`src/rtl/cam_pkg.sv`:
```
// Shared constants and types for the CAM responder path.
// Word count, index/count widths, walk FSM states.
package cam_pkg;

  localparam int N_WORDS = 100;
  localparam int IDX_W   = 7;
  localparam int CNT_W   = 7;

  typedef enum logic [1:0] {
    IDLE,
    SCAN,
    FINISH
  } state_t;

  typedef logic [N_WORDS-1:0] tag_vec_t;
  typedef logic [IDX_W-1:0]   word_idx_t;

endpackage

```
`src/rtl/lowest_set_encoder.sv`:
```
// Lowest-set-bit encoder over a tag vector.
// In: vec. Out: index, onehot, any.
module lowest_set_encoder
  import cam_pkg::*;
(
  input  tag_vec_t  vec,
  output word_idx_t index,
  output tag_vec_t  onehot,
  output logic      any
);

  always_comb begin
    index = '0;
    // Scan high to low so the lowest set bit wins.
    for (int i = N_WORDS - 1; i >= 0; i--) begin
      if (vec[i]) index = word_idx_t'(i);
    end
  end

  // Two's-complement trick isolates the lowest set bit.
  assign onehot = vec & (~vec + tag_vec_t'(1));
  assign any    = |vec;

endmodule

```
`src/rtl/responder_sequencer.sv`:
```
// Walks captured responders lowest-index first, one per handshake.
// In: CLK, RST, tags_in, start, out_ready. Out: out_*, some, none, busy, done, count.
module responder_sequencer
  import cam_pkg::*;
(
  input  logic             CLK,
  input  logic             RST,
  input  logic [N_WORDS-1:0] tags_in,
  input  logic             start,
  input  logic             out_ready,
  output logic             out_valid,
  output logic [IDX_W-1:0] out_index,
  output logic [N_WORDS-1:0] out_onehot,
  output logic             some,
  output logic             none,
  output logic             busy,
  output logic             done,
  output logic [CNT_W-1:0] count
);

  state_t    state, state_nx;
  tag_vec_t  pending;
  word_idx_t low_idx;
  tag_vec_t  low_oh;
  logic      any;
  logic      hs;
  logic      last;

  lowest_set_encoder u_enc (
    .vec    (pending),
    .index  (low_idx),
    .onehot (low_oh),
    .any    (any)
  );

  assign hs   = out_valid & out_ready;
  // Handshake on the final pending bit ends the walk.
  assign last = ~|(pending & ~low_oh);

  always_ff @(posedge CLK or posedge RST) begin
    if (RST) state <= IDLE;
    else     state <= state_nx;
  end

  always_comb begin
    state_nx = state;
    unique case (state)
      IDLE: begin
        if (start) state_nx = (|tags_in) ? SCAN : FINISH;
      end
      SCAN: begin
        if (hs && last) state_nx = FINISH;
      end
      FINISH:  state_nx = IDLE;
      default: state_nx = IDLE;
    endcase
  end

  always_comb begin
    out_valid  = (state == SCAN) && any;
    out_index  = low_idx;
    out_onehot = low_oh;
    busy       = (state != IDLE);
    done       = (state == FINISH);
  end

  always_ff @(posedge CLK or posedge RST) begin
    if (RST) begin
      pending <= '0;
      count   <= '0;
      some    <= 1'b0;
      none    <= 1'b0;
    end else if (state == IDLE && start) begin
      pending <= tags_in;
      count   <= '0;
      some    <= |tags_in;
      none    <= ~|tags_in;
    end else if (state == SCAN && hs) begin
      pending <= pending & ~low_oh;
      count   <= count + CNT_W'(1);
    end
  end

endmodule

```
`config.mk`:
```
export PLATFORM = sky130hd
export DESIGN_NAME = responder_sequencer
export DESIGN_NICKNAME = d
export VERILOG_FILES = /design/src/rtl/cam_pkg.sv /design/src/rtl/lowest_set_encoder.sv /design/src/rtl/responder_sequencer.sv
export SDC_FILE = /design/constraint.sdc
export NUM_CORES = 1
export LEC_CHECK = 0
export CORE_AREA = 2 2 154 156
export DETAILED_ROUTE_END_ITERATION = 8
export DIE_AREA = 0 0 156 158
export GPL_TIMING_DRIVEN = 0
export PLACE_DENSITY = 0.7
export SYNTH_ARGS = -nofsm -noshare
export SYNTH_HDL_FRONTEND = slang
export SYNTH_HIERARCHICAL = 1
export SYNTH_SLANG_ARGS = --single-unit
```
`constraint.sdc`:
```
create_clock -name CLK -period 4.15 [get_ports CLK]
set_input_delay 0.83 -clock CLK [delete_from_list [all_inputs] [get_ports CLK]]
set_output_delay 0.83 -clock CLK [all_outputs]
set_load 0.01 [all_outputs]
```
# ---- Word-level counts from Yosys, hierarchy flattened
# Cells that the tools add are included.
dict set report word_totals {
  inputBits 104
  latch_bits 0
  out_inout_bits 119
  mem_bits_ro 0
  register_bits 111
  mem_count 0
  ram_bits 0
}
dict set report op_classes {
  eq_ne 4
  reduce_logical 13
  magnitude_cmp 0
  n_shift 0
  muxes 108
  div_mod_pow 0
  n_bitwise 5
  n_addsub 2
  n_mul 0
}
# cell n
set ops {}
lappend ops {{2-to-1 mux 7 bit} 102}
lappend ops {{OR reduction 100 bit} 3}
lappend ops {{bitwise AND 100 bit} 2}
lappend ops {{2-to-1 mux 100 bit} 2}
lappend ops {{NOT 100 bit} 2}
lappend ops {{adder 100 x 1 -> 100 bit (second input constant)} 1}
lappend ops {{adder 7 x 1 -> 7 bit (second input constant)} 1}
lappend ops {{2-to-1 mux 2 bit} 3}
lappend ops {{logical AND 1 bit} 4}
lappend ops {{!= test 2 bit (second input constant)} 2}
lappend ops {{case mux 2 bit (2 select lines)} 1}
lappend ops {{nonzero test 2 bit} 2}
lappend ops {{equality test 2 x 1 -> 1 bit (second input constant)} 1}
lappend ops {{equality test 2 bit (second input constant)} 1}
lappend ops {{zero test 1 bit} 2}
lappend ops {{zero test 2 bit} 1}
lappend ops {{AND reduction 2 bit} 1}
lappend ops {{bitwise AND 1 bit} 1}

# ---- Logic depth before layout (Yosys ltp)
# Gate-level depths: netlist of run 1.
dict set report logic_depth {
  depth_word 100
  ltp_mapped 13
  mapped_depth_nobuf 12
}

# ---- Modules after synthesis
# The synthesis of run 1 kept the hierarchy.
# mod n_inst area_each_um2 cells_each
set by_module_without_submodules {}
lappend by_module_without_submodules {responder_sequencer 1 5781.8 764}
lappend by_module_without_submodules {lowest_set_encoder 1 2592.5 426}

# ---- Least setup slack after synthesis of run 1
# Ideal clock, no wire load.
dict set report synth_path {
  path_type {register to register}
  from {register pending[47]}
  to {register state[0]}
  n_path_buf 0
  path_stages_with_launch 13
  period_less_slack_ns 3.790
  arrival_ns 3.669
  slack_ns 0.360
  required_ns 4.029
  cell_sequence {dfrtp_1 > nor4_4 > nand3_2 > or4_4 > or3_4 > nor3_2 > and4_1 > nand2b_1 > o2111ai_1 > a2111oi_2 > nand4_1 > or4_1 > a22o_1}
}
dict set report synth_via {
  elab_chain_cells 10
  word_cells_on_any_way 13
  classes_between {add/sub: 1; eq/ne: 1; bitwise: 5; reduce/logical: 6}
}
# item line_no
set synth_lines {}
lappend synth_lines {{start, declared} responder_sequencer.sv:22} ;# tag_vec_t pending;
lappend synth_lines {{start signal, assigned} responder_sequencer.sv:74} ;# pending <= tags_in;
lappend synth_lines {{start signal, assigned} responder_sequencer.sv:79} ;# pending <= pending & ~low_oh;
lappend synth_lines {{NOT 100 bit} lowest_set_encoder.sv:21} ;# assign onehot = vec & (~vec + tag_vec_t'(1));
lappend synth_lines {{adder 100 x 1 -> 100 bit} lowest_set_encoder.sv:21}
lappend synth_lines {{bitwise AND 100 bit} lowest_set_encoder.sv:21}
lappend synth_lines {{named net out_onehot[82]} responder_sequencer.sv:13} ;# output logic [N_WORDS-1:0] out_onehot,
lappend synth_lines {{NOT 100 bit} responder_sequencer.sv:38} ;# assign last = ~|(pending & ~low_oh);
lappend synth_lines {{bitwise AND 100 bit} responder_sequencer.sv:38}
lappend synth_lines {{OR reduction 100 bit} responder_sequencer.sv:38}
lappend synth_lines {{zero test 1 bit} responder_sequencer.sv:38}
lappend synth_lines {{logical AND 1 bit} responder_sequencer.sv:52} ;# if (hs && last) state_nx = FINISH;
lappend synth_lines {{!= test 2 bit (no source line)} --}
lappend synth_lines {{AND reduction 2 bit (no source line)} --}
lappend synth_lines {{end signal, assigned} responder_sequencer.sv:42} ;# else state <= state_nx;
lappend synth_lines {{end, declared} responder_sequencer.sv:21} ;# state_t state, state_nx;
# The timed path passes the listed nets, and every way through them passes these cells.
# A chain may end at the register's enable or synchronous reset.

# ---- Worst setup path in the final report of run 1
dict set report layout_path {
  from {register pending[83]}
  to {register state[0]}
}
dict set report layout_via {
  elab_chain_cells 10
  word_cells_on_any_way 13
  classes_between {add/sub: 1; eq/ne: 1; bitwise: 5; reduce/logical: 6}
}
# item line_no
set layout_lines {}
lappend layout_lines {{NOT 100 bit} lowest_set_encoder.sv:21}
lappend layout_lines {{adder 100 x 1 -> 100 bit} lowest_set_encoder.sv:21}
lappend layout_lines {{bitwise AND 100 bit} lowest_set_encoder.sv:21}
lappend layout_lines {{NOT 100 bit} responder_sequencer.sv:38}
lappend layout_lines {{bitwise AND 100 bit} responder_sequencer.sv:38}
lappend layout_lines {{OR reduction 100 bit} responder_sequencer.sv:38}
lappend layout_lines {{zero test 1 bit} responder_sequencer.sv:38}
lappend layout_lines {{logical AND 1 bit *} responder_sequencer.sv:52}
lappend layout_lines {{!= test 2 bit (no source line) *} --}
lappend layout_lines {{AND reduction 2 bit (no source line) *} --}
# Every way passes the cells marked *; elsewhere a longest branch is shown, timed or not.

==> key figures, run 1 <==
Run status
  – Failing checks: negative setup slack
  – Outcome: complete, but fails checks

Timing
  – Worst-Margin Slew: ~1.1 ns
  – Minimum clock period after layout: 4.25 ns
  – F_max: 0.235 GHz
  – Setup WS post-layout: -0.102 ns
  – Clock Skews: 0.0135 ns
  – Max-slew violation total from the final report: 0
  – Tcrit/Tclk final: 102%
  – Setup violations, final: 7
  – Slew Limit Headroom: 24.7%
  – RSZ-0062 raised after global routing: yes
  – Final Hold Fails: 0

Power
  – Pwr Density: approximately 460 nW/µm²
  – Worst VDD drop: 0.281 mV
  – Lkg Pwr: 5.37 nW

Global routing
  – Total GRT Usage: between 30% and 40%
  – First-pass GRT wire length: 64,000 µm
  – Initial antenna violation count: 0
  – Vias in the first global route: 10,029
  – Largest net degree at the start of global routing: 61
  – Global route overflow: 0

Synth
  – Synthesized Nets: around 1,300
  – Syn Area/Cell: 7.04 µm²
  – Yosys cell types: 68
  – FF+latch count, synth: 111
  – Ys flop type: dfrtp_1
  – Synth warn: 6
  – Synthesized area: 8370 µm²
  – Ys async rst share: 100%
  – Synth top area cells: dfrtp_1, nand2_1, nand3_1
  – Post-synth EDFFs: 0
  – Cells after synthesis: 1,190
  – Yosys top cell area share: 33.2%
  – Sequential-to-total area share from yosys stat: roughly a third
  – Synth area leader: dfrtp_1

Die
  – Die Ht: 158 µm
  – Top-level port count: 223
  – Row Count: 56
  – Die width: 156 µm
  – Full die area: 24,600 µm²
  – Core area: 23,100 µm²
  – Initial core utilization: 36.3%

Clock tree
  – CTS clk-pin slew, worst paths: 0.09 ns
  – CTS Buf Count: 9
  – CTS root buf: clkbuf_16
  – Clock Latency Late Sink: 0.37 ns
  – CTS tree: built
  – Clk sinks: 111
  – Htree depth: 3
  – Clock Path Buffers: 2

Worst hold path
  – Worst Hold Path Cells: 2
  – Worst hold start: none
  – Hold Crit Class: flip-flop to flip-flop
  – Hold endpoint: none

Layout
  – Final cell count without fillers: ~1,800
  – Commonest non-fill, non-tap cell in the layout: nand2_1
  – Share of cells above drive strength 1: 14.2%
  – Finished Cell Area: around 12,000 µm²
  – Most frequent cells in the layout: nand2_1, clkdlybuf4s50_1, inv_1, nand3_1, dfrtp_1
  – Ant diodes: 0
  – NumNets Final: 1,574
  – Area Overhead vs Synth: 48.4%

Setup path
  – Critical Path RT: between 4 and 5 ns
  – R2R Path Start: pending[83]
  – Critical path launch point type: flip-flop
  – R2R depth: 12
  – Worst Setup Path Type: flip-flop to flip-flop
  – CP most frequent cell: or4_4
  – Slowest stage cell, crit path: or4_4
  – Worst Path Buf+Inv: 1
  – Critical path endpoint category: flip-flop
  – Critical path, cell by cell: or4_4 -> nor4bb_4 -> nand4_1 -> nor4_4 -> nand2_2 -> buf_4 -> nor3b_4 -> o22ai_2 -> a221oi_2 -> nand3_1 -> or4_4 -> a22o_1
  – Crit path max-delay family: simple AND/OR/NAND/NOR gates
  – Worst reg2reg setup slack: -0.10 ns
  – Worst Path Max Fanout: 5
  – Reg-to-Reg End: state[0]
  – Arrival time at the worst endpoint: 4.52 ns
  – Crit path largest cell delay: 0.59 ns

Flow run
  – Max Cap Viol: 0

Routing
  – Drt total wl: 44,100 µm
  – DRC: 0
  – Avg Vias per Cell: between 6 and 7
  – Routed Antenna Nets: 0
  – Via count: 10,760
  – Pre-antenna DRT Iters: 6
  – Number of DRC violations after detailed-routing iteration 0: 1,172
  – Avg WL per Cell: 25.0 µm

Placed design
  – Placed Area: 11,000 µm²
  – RD Place Congestion: 1.02
  – DP HPWL: roughly 34,000 µm
  – IO buf count: approximately 220
  – Placed cells: 1,703
## synthesized netlist by cell type (17+ instances only)
library cell,count
clkbuf_1,31
nand2b_1,17
nor4_1,73
nor3_1,22
and2_1,17
nand2_1,335
o22ai_1,34
nand3_1,101
nand4_1,20
dfrtp_1,111
and3_1,32
inv_1,106
nor2_1,75
a21oi_1,21
## stage by stage
stage               utilization (%)  setup TNS, ns  total power [mW]  hold WS [ns]  setup slack, ns
floorplan                         -              0              3.13         0.485            0.360
global route                   53.9        -0.0792              5.96         0.537          -0.0685
finish                         53.9         -0.193              5.70         0.498           -0.102
CTS                            52.6        -0.0369              5.46         0.495          -0.0230
global placement               47.5        -219.72              4.15         0.464            -1.49
detailed placement             47.7         -49.11              4.17         0.468            -1.21
## tightest hold or removal path, delay by kind of cell, from the launching register on
family,cells,cell delay [ns]
AND/OR/NAND/NOR,2,0.11
flip-flops,1,0.36
## sequential cells by signal, indices dropped and copies added (netlist names)
register  flops
pending     100
count         7
some          1
none          1
state         2
## cell families after synthesis
| family | share of synthesized area (%) |
|---|---|
| flops | 33.2 |
| compound gates | 11.6 |
| xor+xnor | 0.523 |
| simple gates | 47.8 |
| buf+inv | 6.78 |
| fa+ha+maj | 0.149 |
## final cells by class
type | instances | area, µm²
Fill cell | 2234 | 10600
Multi-Input combinational cell | 932 | 5770
Sequential cell | 111 | 2810
Timing Repair Buffer | 269 | 2610
Inverter | 108 | 412
Tap cell | 290 | 363
Clock buffer | 9 | 225
Buffer | 38 | 168
Clock inverter | 6 | 78.8
## timing repair
action	CTS	global route
setup buffers	31	15
pin swaps	29	13
hold buffers	0	0
setup endpoints to repair	184	54
resized for setup	135	70
hold endpoints to repair	0	0
## power by group
group          internal (mW)  switching (mW)  leakage (nW)
Sequential              1.39           0.794          1.37
Combinational           1.09            1.47          3.85
Clock                  0.479           0.477         0.149
Total                   2.96            2.74          5.37
## worst max path at each step
stage / start / to / slack [ns] / cells after the start
2_1_floorplan: pending[47] / state[0] / 0.36 / 12
3_3_place_gp: RST / pending[79] / -1.49 / 2
3_5_place_dp: pending[83] / state[0] / -1.21 / 11
4_1_cts: pending[0] / out_onehot[71] / -0.02 / 8
5_1_grt: pending[38] / state[0] / -0.07 / 12
6_report: pending[83] / state[0] / -0.10 / 12
## layer usage
metal	track usage (%)	wire length, µm	share of wire [%]	vias to the layer above
li1	-	-	-	4777
met1	47.1	18100	41	5167
met2	56.9	20200	46	723
met3	4.65	3900	8.8	93
met4	15.0	1930	4.4	0
met5	0	0	0	-
Note: power is estimated with default switching activity, not from simulation.
==> run 2: changes to the inputs <==
Settings changed: SLEW_MARGIN set to 20.
==> results of run 2 <==
Same layout as run 1: the final DEF is identical, and so are final timing and power.
